<file path="src/rtl/ucsbece154b_line_refill.sv">
// ucsbece154b_line_refill
// Instruction-line refill engine. It accepts one refill request, issues a
// single burst read for the aligned line and captures the returned beats in a
// line buffer. The words go to the fetch FIFO in beat order. Draining is
// cut-through: a word may leave as soon as the cycle after its beat arrives.
//
// Handshakes:
//   req_valid_i/req_ready_o : a request is taken on a cycle where both are 1.
//                             The requester holds req_valid_i and req_addr_i
//                             until that cycle.
//   mem_req_o/mem_gnt_i     : mem_req_o and mem_addr_o hold steady until a
//                             cycle with mem_gnt_i=1. Beats (mem_rvalid_i)
//                             cannot be stalled and count only in XFER.
//   fifo_push_o/fifo_full_i : a push happens on any cycle with fifo_push_o=1.
//                             The block never pushes while fifo_full_i=1.
module ucsbece154b_line_refill #(
    parameter int DATA_WIDTH  = 32,
    parameter int ADDR_WIDTH  = 32,
    parameter int BLOCK_WORDS = 4
) (
    input  logic                  clk_i,
    input  logic                  rst_i,
    input  logic                  req_valid_i,
    input  logic [ADDR_WIDTH-1:0] req_addr_i,
    output logic                  req_ready_o,
    output logic                  mem_req_o,
    output logic [ADDR_WIDTH-1:0] mem_addr_o,
    input  logic                  mem_gnt_i,
    input  logic                  mem_rvalid_i,
    input  logic [DATA_WIDTH-1:0] mem_rdata_i,
    output logic [DATA_WIDTH-1:0] fifo_data_o,
    output logic                  fifo_push_o,
    input  logic                  fifo_full_i,
    output logic                  busy_o,
    output logic                  done_o
);

    localparam int IW  = $clog2(BLOCK_WORDS);
    localparam int CW  = IW + 1;
    localparam int OFS = $clog2(DATA_WIDTH / 8) + IW;

    localparam logic [CW-1:0]         CNT_ONE  = CW'(1);
    localparam logic [CW-1:0]         CNT_FULL = CW'(BLOCK_WORDS);
    localparam logic [CW-1:0]         CNT_LAST = CW'(BLOCK_WORDS - 1);
    localparam logic [ADDR_WIDTH-1:0] OFS_MASK = ADDR_WIDTH'((64'd1 << OFS) - 64'd1);

    typedef enum logic [1:0] {
        S_IDLE = 2'd0,
        S_REQ  = 2'd1,
        S_XFER = 2'd2
    } state_e;

    state_e                state_q,  state_d;
    logic [ADDR_WIDTH-1:0] addr_q,   addr_d;
    logic [CW-1:0]         rx_cnt_q, rx_cnt_d;
    logic [CW-1:0]         tx_cnt_q, tx_cnt_d;

    logic                  beat_we;
    logic                  push;
    logic [DATA_WIDTH-1:0] line_buf_q [BLOCK_WORDS];

    // Next-state logic: request accept, grant wait, and independent
    // receive/push counters during the burst.
    always_comb begin
        state_d  = state_q;
        addr_d   = addr_q;
        rx_cnt_d = rx_cnt_q;
        tx_cnt_d = tx_cnt_q;
        beat_we  = 1'b0;
        push     = 1'b0;
        case (state_q)
            S_IDLE: begin
                if (req_valid_i) begin
                    addr_d   = req_addr_i & ~OFS_MASK;
                    rx_cnt_d = '0;
                    tx_cnt_d = '0;
                    state_d  = S_REQ;
                end
            end
            S_REQ: begin
                if (mem_gnt_i) begin
                    state_d = S_XFER;
                end
            end
            S_XFER: begin
                // Beats past the end of the line have nowhere to go; drop them.
                beat_we = mem_rvalid_i && (rx_cnt_q < CNT_FULL);
                if (beat_we) begin
                    rx_cnt_d = rx_cnt_q + CNT_ONE;
                end
                // Only words already in the buffer are pushable: no rdata bypass.
                push = (tx_cnt_q < rx_cnt_q) && !fifo_full_i;
                if (push) begin
                    tx_cnt_d = tx_cnt_q + CNT_ONE;
                    if (tx_cnt_q == CNT_LAST) begin
                        state_d = S_IDLE;
                    end
                end
            end
            default: begin
                state_d = S_IDLE;
            end
        endcase
    end

    // Control state; reset abandons any line in flight.
    always_ff @(posedge clk_i or posedge rst_i) begin
        if (rst_i) begin
            state_q  <= S_IDLE;
            addr_q   <= '0;
            rx_cnt_q <= '0;
            tx_cnt_q <= '0;
        end else begin
            state_q  <= state_d;
            addr_q   <= addr_d;
            rx_cnt_q <= rx_cnt_d;
            tx_cnt_q <= tx_cnt_d;
        end
    end

    // Line buffer capture; contents are don't-care until written.
    always_ff @(posedge clk_i) begin
        if (beat_we) begin
            line_buf_q[rx_cnt_q[IW-1:0]] <= mem_rdata_i;
        end
    end

    assign req_ready_o = (state_q == S_IDLE);
    assign busy_o      = (state_q != S_IDLE);
    assign mem_req_o   = (state_q == S_REQ);
    assign mem_addr_o  = addr_q;
    assign fifo_push_o = push;
    assign fifo_data_o = line_buf_q[tx_cnt_q[IW-1:0]];
    assign done_o      = push && (tx_cnt_q == CNT_LAST);

endmodule

</file>
<file path="config.mk">
export PLATFORM = sky130hd
export DESIGN_NAME = ucsbece154b_line_refill
export DESIGN_NICKNAME = d
export VERILOG_FILES = /design/src/rtl/ucsbece154b_line_refill.sv
export SDC_FILE = /design/constraint.sdc
export NUM_CORES = 1
export LEC_CHECK = 0
export CELL_PAD_IN_SITES_DETAIL_PLACEMENT = 0
export CELL_PAD_IN_SITES_GLOBAL_PLACEMENT = 1
export CORE_MARGIN = 5
export CORE_UTILIZATION = 40
export DETAILED_ROUTE_END_ITERATION = 10
export PLACE_DENSITY = 0.86
export SETUP_SLACK_MARGIN = 0.2
export SYNTH_ARGS = -nofsm -noshare
export SYNTH_HDL_FRONTEND = slang
export SYNTH_SLANG_ARGS = --single-unit
</file>
<file path="constraint.sdc">
create_clock -name clk_i -period 2.35 [get_ports clk_i]
set_input_delay 0.47 -clock clk_i [delete_from_list [all_inputs] [get_ports clk_i]]
set_output_delay 0.47 -clock clk_i [all_outputs]
set_load 0.01 [all_outputs]
</file>
# Yosys cells after proc, flatten, opt, wreduce, memory -nomap -nowiden
# Memories as Yosys holds them, arrays and structs flattened.
# Index checks and enable logic that the tools add are counted.
# word_totals
elab_cells,42
input_bits,70
mem_bits_rw,128
mem_count,1
register_bits,36
output_inout_bits,69
# op_classes
n_reduce_logical,11
add_sub_neg,2
eq_ne,8
mux,14
magnitude_cmp,2
# mem_list
memory,depth,word_bits,rd,rd_clocked_by_memory_dff,wr,line_no,source
line_buf_q,4,32,1,0,1,60,logic [DATA_WIDTH-1:0] line_buf_q [BLOCK_WORDS];
# ops
operator,count
3-bit one-hot mux with 2 select lines,2
3-bit 2-to-1 mux,3
2-bit 2-to-1 mux,4
"2-bit inequality test, second input constant",4
"3-bit by 1-bit adder with 3-bit output, second input constant",2
2-bit one-hot mux with 3 select lines,1
3-bit AND reduction,2
1-bit 2-to-1 mux,4
4-bit AND reduction,1
2-bit nonzero test,2
"3-bit by 2-bit equality test with 1-bit output, second input constant",1
1-bit logical AND,3
3-bit less-than comparator,1
"3-bit less-than comparator, second input constant",1
"2-bit by 1-bit equality test with 1-bit output, second input constant",1
"2-bit equality test, second input constant",1
2-bit logical NOT,1
"2-bit by 1-bit inequality test with 1-bit output, second input constant",1
2-bit AND reduction,1
1-bit logical NOT,1

# Depth between registers and ports, before layout
# Gate-level depths: netlist (run 1).
# logic_depth
word_depth,5
depth_mapped,5
depth_no_buf,5

# Worst setup path after synthesis (run 1)
# OpenSTA, ideal clock, no wires.
# synth_path
path_type,reg2reg
from,reg state_q[0]
to,mem line_buf_q[3][0] (enable)
period_less_slack_ns,2.018
slack_ns,0.332
setup_ns,0.393
stages_incl_launch_ff,3
required_time_ns,1.957
arrival_time_ns,1.625
path_buffers,0
cell_sequence,dfrtp_1 -> and4bb_2 -> and2_1
# synth_via
elab_chain_len,4
# synth_lines
element,line_no,source
"start, declared",53,"state_e state_q, state_d;"
"start signal, assigned",114,state_q <= state_d;
2-bit equality test,71,case (state_q)
1-bit 2-to-1 mux,71,
1-bit 2-to-1 mux,123,if (beat_we) begin
1-bit 2-to-1 mux (not written as such),124,line_buf_q[rx_cnt_q[IW-1:0]] <= mem_rdata_i;
"end, declared",60,
# No other way between the ends.

# Final worst setup path (run 1)
# layout_path
from,reg tx_cnt_q[0]
to,out done_o
# layout_via
elab_chain_len,4
word_cells_on_any_way,5
cone_classes,1 x order compare; 1 x eq/ne; 1 x mux; 2 x reduce/logical
# layout_lines
element,line_no,source
"start, declared",56,"logic [CW-1:0] tx_cnt_q, tx_cnt_d;"
"start signal, assigned",117,tx_cnt_q <= tx_cnt_d;
3-bit less-than comparator,92,push = (tx_cnt_q < rx_cnt_q) && !fifo_full_i;
1-bit logical AND,92,
1-bit 2-to-1 mux,71,
1-bit logical AND (*),134,assign done_o = push && (tx_cnt_q == CNT_LAST);
"end, declared",35,output logic done_o
# Every way passes the cells marked *; elsewhere a longest branch is shown, timed or not.

==> impl_results.md, run 1 <==
* Outcome: complete, but fails checks
* Violated checks: setup timing
* CP max stage cell: dfrtp_2
* Critical Path Fanout Max at 3
* Asr flop ratio synth at 22.0%
* Top cells by area, synth: edfxtp_1 (60%), dfrtp_1 (14%), mux4_2 (11%)
* Overflow after GRT at 0
* Final Slew Violations at 0
* Initial antenna violation count at 0
* Critical Path Max Stage Delay at 0.43 ns
* CP bufs+invs at 4
* Commonest non-fill, non-tap cell in the layout: edfxtp_1
* # diodes at 0
* Total die area at 18600 µm²
* Slew headroom at 59.2%
* Worst-Skew Late Latency at 0.43 ns
* Most used cell, CP: ha_4
* Slew @ Worst Pin at 0.612 ns
* Top-Level Pins at 139
* Yosys top cell by area: edfxtp_1
* RSZ-0062 raised after global routing: yes
* Flops & latches, synth at 164
* RD Place Congestion at 0.721
* Sequential area share after synthesis at 74.4%
* TritonCTS Buffers at 17
* Layout cells sized above 1 at 34.3%
* Layout Utilization at 57.2%
* CTS Root Buffer Type: clkbuf_16
* Crit share post-route at 100%
* Critical path class: reg2out
* Crit path required time at 1.88 ns
* H-Tree Depth at 4
* CP Launch Point: tx_cnt_q[0]$_DFFE_PP0P_
* Clk sink count at 164
* Crit path cell chain: buf_6, buf_12, buf_8, ha_4, ha_4, o211ai_1, nor3b_1, buf_2
* Yosys top cell area share at 60.2%
* Routed Antenna Nets at 0
* DP HPWL at 8620 µm
* Filler instances at 1245
* Clk buf depth at 2
* Initial core utilization at 40.5%
* Avg WL per Cell at 17.9 µm
* Area of the multi-input gates at 1520 µm²
* Synth unique cells at 32
* Hold WC Path Type: in2async
* Register Area at 4750 µm²
* Kind of end point of the critical path: output port
* Total GRT Usage at 15.3%
* Leak Pwr at 3.35 nW
* Cell total after placement at 697
* Die Ht at 136 µm
* Warnings, synthesis at 0
* Tmin final at 2.35 ns
* Worst reg2reg startpoint: rx_cnt_q[2]$_DFFE_PP0P_
* Synthesized area per cell at 18.4 µm²
* DRC Markers at 0
* Core Area at 15800 µm²
* Std cell rows at 46
* CP top delay family: buffers and inverters
* WL final at 13400 µm
* PnR worst setup slack at -0.000595 ns
* Final hold slack at 0.436 ns
* Detailed-route via count at 3531
* Die Width at 136 µm
* Finished Layout Cells at 746
* Worst-path clk slew at 0.06 ns
* Skew final at 0.00923 ns
* Peak supply drop at 0.579 mV
* Total negative setup slack at -0.000595 ns
* Final setup viols at 1
* Tot Pwr at 9.72 mW
* Crit path DAT at 1.88 ns
* First-pass GRT wire length at 21000 µm
* Post-synth top flop: edfxtp_1
* Cells after synthesis at 346
* CTS tree: built
* Vias in the first global route at 4011
* Vias/cell at 4.73
* Mapped cell area at 6380 µm²
* Final Hold Viols at 0
* Max frequency at 425 MHz
* Layout area overhead at 41.5%
* PD cells at 1080 nW/µm²
* Pin count of the biggest net entering global routing at 37
* Post-synth EDFFs at 128
* Startpoint types: register
* Iteration-0 DRC Markers at 171
* TritonRoute pass-1 iters at 6
* I/O Buffers at 130
* Most frequent cells in the layout: edfxtp_1 (128), clkdlybuf4s50_1 (93), nand2_1 (60)
* Nets at 595
* Max cap viols at 0
-- routing by layer --
metal | track usage [%] | wire length (µm) | vias to the layer above
met3 | 5.63 | 1000 | 27
li1 | - | - | 1626
met5 | 0 | 0 | -
met1 | 17.5 | 5250 | 1752
met2 | 26.0 | 6870 | 126
met4 | 6.16 | 248 | 0
-- worst min-delay path, cell delays in order --
cell and delay (ns):
clkdlybuf4s50_1 0.39, inv_1 0.05, buf_4 0.39
-- cells in the mapped netlist, types with 3 or more instances --
| cell type | count |
|---|---|
| buf_4 | 5 |
| nand2_2 | 28 |
| buf_2 | 6 |
| ha_1 | 8 |
| mux4_2 | 32 |
| buf_6 | 4 |
| mux2i_1 | 3 |
| buf_12 | 3 |
| and2_1 | 4 |
| dfrtp_1 | 36 |
| nand2_1 | 60 |
| edfxtp_1 | 128 |
| inv_1 | 8 |
-- worst paths after layout --
kind | to | slack [ns] | cells after the start
min | mem_addr_o[27]$_DFFE_PP0P_ | 0.44 | 3
min reg2reg | mem_addr_o[24]$_DFFE_PP0P_ | 0.48 | 2
max | done_o | -0.0006 | 8
max in group asynchronous | tx_cnt_q[1]$_DFFE_PP0P_ | 1.56 | 3
min in group clk_i | mem_addr_o[24]$_DFFE_PP0P_ | 0.48 | 2
max reg2reg | line_buf_q[3][25]$_DFFE_PP_ | 0.60 | 4
-- area by class of cell --
cell class,count,share of cell area [%]
multi-input cells,157,16.8
repair buffers,168,20.5
flip-flops and latches,164,52.6
clock buffers,19,4.80
clock inverters,13,1.93
inverters,9,0.374
well taps,216,2.99
-- timing repair --
action                     in CTS  in global routing
gates resized for setup       192                  6
setup endpoints to repair      37                 34
gates cloned                    4                  0
buffers inserted               11                  2
pin swaps                       4                  4
hold buffers                    0                  0
-- cell families (layout without fill, tap and decap cells) --
kind of cell / Yosys count / after routing / synth area share (%)
compound gates: 9 / 9 / 1.18
fa+ha+maj: 8 / 8 / 1.57
buf+inv: 28 / 209 / 3.29
flops: 164 / 164 / 74.4
mux: 35 / 35 / 11.8
other cells: 1 / 4 / 0.0588
simple gates: 101 / 101 / 7.78
-- registers in the layout, summed over array words and instances, names as in the netlist --
register	flops
line_buf_q	128
state_q	2
rx_cnt_q	3
tx_cnt_q	3
mem_addr_o	28
-- stage by stage --
stage / setup slack (ns) / cell area [µm²]
after floorplan: 0.332 / 6390
after global placement: -0.244 / 8050
after detailed placement: -0.275 / 8050
after CTS: -0.0323 / 8980
after global routing: -0.0781 / 9030
final: -0.000595 / 9030
-- power breakdown --
| group | total [mW] | switching (mW) | leakage, nW | internal [mW] |
|---|---|---|---|---|
| sequential | 3.80 | 0.238 | 1.61 | 3.56 |
| clock | 2.83 | 1.14 | 0.278 | 1.69 |
| combinational | 3.09 | 1.31 | 1.46 | 1.77 |
| total | 9.72 | 2.69 | 3.35 | 7.02 |
Power figures use the tool's default switching activity.
==> run 2: changes to the inputs <==
--- a/config.mk
+++ b/config.mk
@@ -7,2 +7,3 @@
 export LEC_CHECK = 0
+export CAP_MARGIN = 20
 export CELL_PAD_IN_SITES_DETAIL_PLACEMENT = 0
@@ -10,5 +11,5 @@
 export CORE_MARGIN = 5
-export CORE_UTILIZATION = 40
+export CORE_UTILIZATION = 42
 export DETAILED_ROUTE_END_ITERATION = 10
-export PLACE_DENSITY = 0.86
+export PLACE_DENSITY = 0.89
 export SETUP_SLACK_MARGIN = 0.2
--- a/constraint.sdc
+++ b/constraint.sdc
@@ -3,2 +3,2 @@
 set_output_delay 0.47 -clock clk_i [all_outputs]
-set_load 0.01 [all_outputs]
+set_load 0.05 [all_outputs]
==> run 2 against run 1 <==
Against the previous run:
- the run still ends with setup timing left
- flip-flop and latch count stayed put
- register-to-register slack better by 0.03 ns
- cell area is 0.15% lower
- global-route usage up 0.27 points
- combinational power is 48% higher
- critical path depth shrank 3
- non-clock buffer count is 4 lower
- first-iteration DRC count increased by 7.6%
==> impl_results.md, run 2 (same netlist as run 1, synthesis figures left out) <==
* Total GRT Usage at 15.6% (+0.27 points)
* Critical Path Fanout Max at 2 (-1)
* Crit path DAT at 1.90 ns (+0.02 ns)
* H-Tree Depth at 4 (unchanged)
* Nets at 591 (-0.67%)
* RD Place Congestion at 0.741 (+2.8%)
* DP HPWL at 8420 µm (-2.3%)
* Violated checks: setup timing
* Vias in the first global route at 3862 (-3.7%)
* RSZ-0062 raised after global routing: yes
* CP max stage cell: dfrtp_1
* Die Ht at 133 µm (-2.2%)
* Hold WC Path Type: in2async
* CTS tree: built
* Avg WL per Cell at 18.7 µm (+4.2%)
* Clk buf depth at 2 (unchanged)
* Initial core utilization at 42.4% (+2.0 points)
* Total die area at 17800 µm² (-4.4%)
* Final Slew Violations at 0 (unchanged)
* Layout cells sized above 1 at 34.4% (+0.071 points)
* Clk sink count at 164 (unchanged)
* Layout area overhead at 41.2%
* Core Area at 15000 µm² (-4.7%)
* Final hold slack at 0.458 ns (+0.0218 ns)
* Worst-Skew Late Latency at 0.42 ns (about the same)
* Worst-path clk slew at 0.06 ns (about the same)
* Routed Antenna Nets at 0 (unchanged)
* Kind of end point of the critical path: output port
* Top-Level Pins at 139 (unchanged)
* Commonest non-fill, non-tap cell in the layout: edfxtp_1
* Std cell rows at 45 (-2.2%)
* Outcome: complete, but fails checks
* Final Hold Viols at 0 (unchanged)
* Pin count of the biggest net entering global routing at 37 (unchanged)
* Max reg flops at 128 (unchanged)
* Slew headroom at 64.2% (+5.1 points)
* Crit share post-route at 101% (+0.86 points)
* TritonCTS Buffers at 17 (unchanged)
* Final setup viols at 2 (+1)
* TritonRoute pass-1 iters at 4 (-2)
* Tmin final at 2.37 ns (+0.0202 ns)
* Slew @ Worst Pin at 0.536 ns (-0.0761 ns)
* Register Area at 4750 µm² (unchanged)
* Most frequent cells in the layout: edfxtp_1 (128), clkdlybuf4s50_1 (85), nand2_1 (59)
* Vias/cell at 4.92 (+3.9%)
* CP bufs+invs at 1 (-3)
* Overflow after GRT at 0 (unchanged)
* Detailed-route via count at 3516 (-0.42%)
* Area of the multi-input gates at 1490 µm² (-1.6%)
* Skew final at 0.0110 ns (+0.00177 ns)
* WL final at 13400 µm (-0.13%)
* Final Cell Area at 9010 µm² (-0.15%)
* Max cap viols at 0 (unchanged)
* Critical Path Max Stage Delay at 0.41 ns (-0.02 ns)
* PD cells at 1220 nW/µm² (+13%)
* CTS Root Buffer Type: clkbuf_16
* Filler instances at 1106 (-11%)
* Die Width at 133 µm (-2.2%)
* Leak Pwr at 3.45 nW (+3.2%)
* Startpoint types: register
* Iteration-0 DRC Markers at 184 (+7.6%)
* First-pass GRT wire length at 21000 µm (about the same)
* Reg2Reg Depth at 8 (+4)
* PnR worst setup slack at -0.0208 ns (-0.0202 ns)
* Cell area after placement at 8030 µm² (-0.26%)
* CTS hold repair buffers at 0 (unchanged)
* Cell count along the critical path at 5 (-3)
* DRC Markers at 0 (unchanged)
* Initial antenna violation count at 1 (+1)
* Critical path class: reg2out
* Crit path required time at 1.88 ns (about the same)
* Peak supply drop at 0.795 mV (+37%)
* I/O Buffers at 130 (unchanged)
* Max frequency at 422 MHz (-0.85%)
* CP top delay family: flip-flops
* Crit path cell chain: ha_4, a211oi_2, o211ai_1, nor3b_4, buf_12
==> run 2: cell types whose count changed in the layout (fill, tap and decap cells not counted), moves of 3 or more <==
| cell | delta |
|---|---|
| inv_6 | +3 |
| dlymetal6s2s_1 | +8 |
| buf_4 | +5 |
| buf_16 | -4 |
| clkdlybuf4s50_1 | -8 |
| buf_12 | +10 |
| dlygate4sd2_1 | -3 |
| buf_8 | +20 |
| buf_6 | -34 |
==> run 2: timing repair <==
item | CTS | global route
resized for setup | 55 | 14
buffers inserted | 10 | 5
endpoints found under the setup margin | 35 | 42
gates cloned | 0 | 3
pin swaps | 4 | 1
==> run 2: report_power, final <==
part | switching [mW] | internal, mW | leakage (nW) | total [mW]
clock network | 1.14 | 1.47 | 0.265 | 2.60
logic | 2.72 | 1.86 | 1.58 | 4.58
registers | 0.234 | 3.56 | 1.61 | 3.80
==> run 2: cell type report <==
cell class | count | area share (%)
repair buffers | 164 | 21.6
well taps | 188 | 2.61
clock buffers | 18 | 4.76
inverters | 9 | 0.375
diodes | 1 | 0.0278
multi-input cells | 157 | 16.6
flip-flops and latches | 164 | 52.7
clock inverters | 14 | 1.39
==> run 2: metal layers <==
metal | wire [µm] | track usage, % | vias up
met5 | 0 | 0 | -
met4 | 104 | 4.74 | 0
met3 | 1160 | 7.29 | 7
met2 | 6690 | 25.7 | 124
met1 | 5400 | 18.2 | 1764
li1 | - | - | 1621
==> run 2: worst reg2reg max path, stage by stage (launching register included) <==
cell	delay, ns
dfrtp_1	0.41
ha_4	0.26
a211oi_2	0.21
buf_4	0.15
buf_6	0.09
o211ai_4	0.07
buf_4	0.15
buf_4	0.14
mux2i_1	0.15
==> run 2: through the flow <==
step                      utilization (%)  TNS, ns  total power [mW]  instances  setup WS [ns]
after floorplan                         -        0              6.63        349          0.236
after global placement               53.4        0              7.97        664          0.143
after detailed placement             53.4        0              8.03        664          0.143
after CTS                            58.9  -0.0356              10.9        706        -0.0306
after global routing                 60.0   -0.769              11.5        715         -0.122
final                                60.0  -0.0210              11.0        715        -0.0208
==> run 2: worst paths after layout <==
check	to	slack (ns)	start
worst max-delay path	done_o	-0.02	tx_cnt_q[2]$_DFFE_PP0P_
worst min-delay path	mem_addr_o[27]$_DFFE_PP0P_	0.46	rst_i
worst max register to register	tx_cnt_q[0]$_DFFE_PP0P_	0.63	tx_cnt_q[2]$_DFFE_PP0P_
worst min register to register	mem_addr_o[11]$_DFFE_PP0P_	0.48	mem_addr_o[11]$_DFFE_PP0P_
max in group asynchronous	tx_cnt_q[1]$_DFFE_PP0P_	1.55	rst_i
min in group clk_i	mem_addr_o[11]$_DFFE_PP0P_	0.48	mem_addr_o[11]$_DFFE_PP0P_
==> run 3: changes to the inputs <==
CORE_UTILIZATION = 38   (was 42)
PLACE_DENSITY = 0.85   (was 0.89)
REMOVE_ABC_BUFFERS = 1   (was unset)
clock period = 1.9 ns   (was 2.35 ns; I/O delays follow)
==> run 3 against run 2 <==
Against the previous run:
- the flow still finishes with violations (setup timing)
- largest power group unchanged
- worst hold slack got worse by 0.15 ns
- flip-flop and latch count did not move
- via count rose by 0.63%
- highest routed layer is now met5
==> impl_results.md, run 3 (same netlist as run 1, synthesis figures left out) <==
* Outcome: complete, but fails checks
* Violated checks: setup timing
* # diodes at 0 (-1)
* TritonCTS Buffers at 17 (unchanged)
* Clk sink count at 164 (unchanged)
* Final Hold Viols at 0 (unchanged)
* Tot Pwr at 13.5 mW (+22%)
* Final setup viols at 34 (+32)
* Critical Path Fanout Max at 2 (unchanged)
* WL final at 13300 µm (-0.63%)
* Cell area after placement at 8050 µm² (+0.31%)
* Hold WC Path Type: in2async
* PD cells at 1500 nW/µm² (+23%)
* Worst-path clk slew at 0.06 ns (about the same)
* Critical path class: reg2out
* RSZ-0062 raised after global routing: yes
* Overflow after GRT at 0 (unchanged)
* Crit path required time at 1.52 ns (-0.36 ns)
* Skew final at 0.00969 ns (-0.00131 ns)
* First-pass GRT wire length at 20900 µm (-0.52%)
* Peak supply drop at 1.05 mV (+31%)
* H-Tree Depth at 4 (unchanged)
* Nets at 598 (+1.2%)
* Std cell rows at 47 (+4.4%)
* Crit path DAT at 1.94 ns (+0.04 ns)
* Total die area at 19500 µm² (+9.7%)
* Die Ht at 140 µm (+4.7%)
* Commonest non-fill, non-tap cell in the layout: edfxtp_1
* TritonRoute pass-1 iters at 4 (unchanged)
* Final Slew Violations at 0 (unchanged)
* Initial antenna violation count at 1 (unchanged)
* Die Width at 140 µm (+4.7%)
* Core Area at 16500 µm² (+9.9%)
* Clk buf depth at 2 (unchanged)
* Routed Antenna Nets at 0 (unchanged)
* Initial core utilization at 38.6% (-3.8 points)
* R2r setup slk at 0.22 ns (-0.41 ns)
* Iteration-0 DRC Markers at 125 (-32%)
* Vias/cell at 4.70 (-4.3%)
* Max reg flops at 128 (unchanged)
* Finished Layout Cells at 752 (+5.2%)
* Vias in the first global route at 3849 (-0.34%)
* Max frequency at 430 MHz
* Layout cells sized above 1 at 40.8% (+6.4 points)
* Pin count of the biggest net entering global routing at 37 (unchanged)
* I/O Buffers at 130 (unchanged)
* PnR worst setup slack at -0.424 ns (-0.403 ns)
* Worst-Skew Late Latency at 0.42 ns (about the same)
* Kind of end point of the critical path: output port
* Dpl ws at -0.273 ns (-0.416 ns)
* Max cap viols at 0 (unchanged)
* DRC Markers at 0 (unchanged)
* Most frequent cells in the layout: edfxtp_1 (128), clkdlybuf4s50_1 (65), nand2_1 (60)
* Top-Level Pins at 139 (unchanged)
* Final Cell Area at 8970 µm² (-0.51%)
* Layout Utilization at 54.3% (-5.7 points)
* Detailed-route via count at 3538 (+0.63%)
* DP HPWL at 8680 µm (+3.1%)
* Leak Pwr at 3.40 nW (-1.7%)
* Cell total after placement at 705 (+6.2%)
* Avg WL per Cell at 17.6 µm (-5.5%)
* RD Place Congestion at 0.765 (+3.2%)
* CTS Root Buffer Type: clkbuf_16
* Layout area overhead at 40.5%
* Crit share post-route at 122%
* CTS tree: built
* Tmin final at 2.32 ns
* CTS hold repair buffers at 0 (unchanged)
* Startpoint types: register
* Total GRT Usage at 14.0% (-1.5 points)
run 3: cell count changes in the layout (fill, tap and decap cells not counted), sizes merged:
cell | before | now
buf | 68 | 106
clkbuf | 20 | 19
clkdlybuf4s15 | 1 | 0
clkdlybuf4s50 | 85 | 65
clkinv | 4 | 5
diode | 1 | 0
dlymetal6s2s | 8 | 0
inv | 15 | 12
run 3: path summary, 6_finish.rpt:
check | start | to | depth (start not counted)
worst max-delay path | rx_cnt_q[2]$_DFFE_PP0P_ | done_o | 7
worst min-delay path | rst_i | mem_addr_o[31]$_DFFE_PP0P_ | 3
worst max register to register | rx_cnt_q[2]$_DFFE_PP0P_ | tx_cnt_q[0]$_DFFE_PP0P_ | 9
worst min register to register | mem_addr_o[20]$_DFFE_PP0P_ | mem_addr_o[20]$_DFFE_PP0P_ | 2
max in group asynchronous | rst_i | state_q[0]$_DFFE_PP0P_ | 3
min in group clk_i | mem_addr_o[20]$_DFFE_PP0P_ | mem_addr_o[20]$_DFFE_PP0P_ | 2
run 3: where the power goes:
| group | switching [mW] | internal (mW) | total [mW] |
|---|---|---|---|
| Sequential | 0.312 | 4.41 | 4.72 |
| Clock | 1.33 | 1.80 | 3.13 |
| Combinational | 3.36 | 2.24 | 5.60 |
| Total | 5.01 | 8.45 | 13.5 |
run 3: cell type report:
cell class              count  area (µm²)
multi-input cells         157        1500
fillers                  1287        7560
flip-flops and latches    164        4750
clock buffers              19         433
clock inverters            12         106
repair buffers            171        1870
well taps                 220         275
inverters                   9        38.8
run 3: worst max-delay path, stage by stage, from the launching register on:
cell,delay (ns)
dfrtp_1,0.38
inv_2,0.07
ha_4,0.21
a211oi_4,0.22
o211ai_1,0.17
nor3b_2,0.21
buf_4,0.15
buf_12,0.12
run 3: through the flow:
step	TNS (ns)	hold slack, ns
6_report	-11.45	0.310
5_1_grt	-14.22	0.330
4_1_cts	-12.66	0.293
3_5_place_dp	-0.302	0.472
3_3_place_gp	-0.179	0.471
2_1_floorplan	-40.63	0.461
run 3: routing by layer:
layer | vias to the layer above | GRT usage (%) | share of wire [%]
met4 | 2 | 3.67 | 1.1
met5 | - | 0 | 0.053
met1 | 1761 | 16.9 | 40
met2 | 136 | 23.1 | 50
met3 | 12 | 6.55 | 9.1
li1 | 1627 | - | -
run 3: repair_timing:
action / CTS / global route
resized for setup: 43 / 14
pin swaps: 3 / 3
gates cloned: 1 / 0
endpoints found under the setup margin: 37 / 37
endpoints found under the hold margin: 0 / 0
buffers inserted: 7 / 8
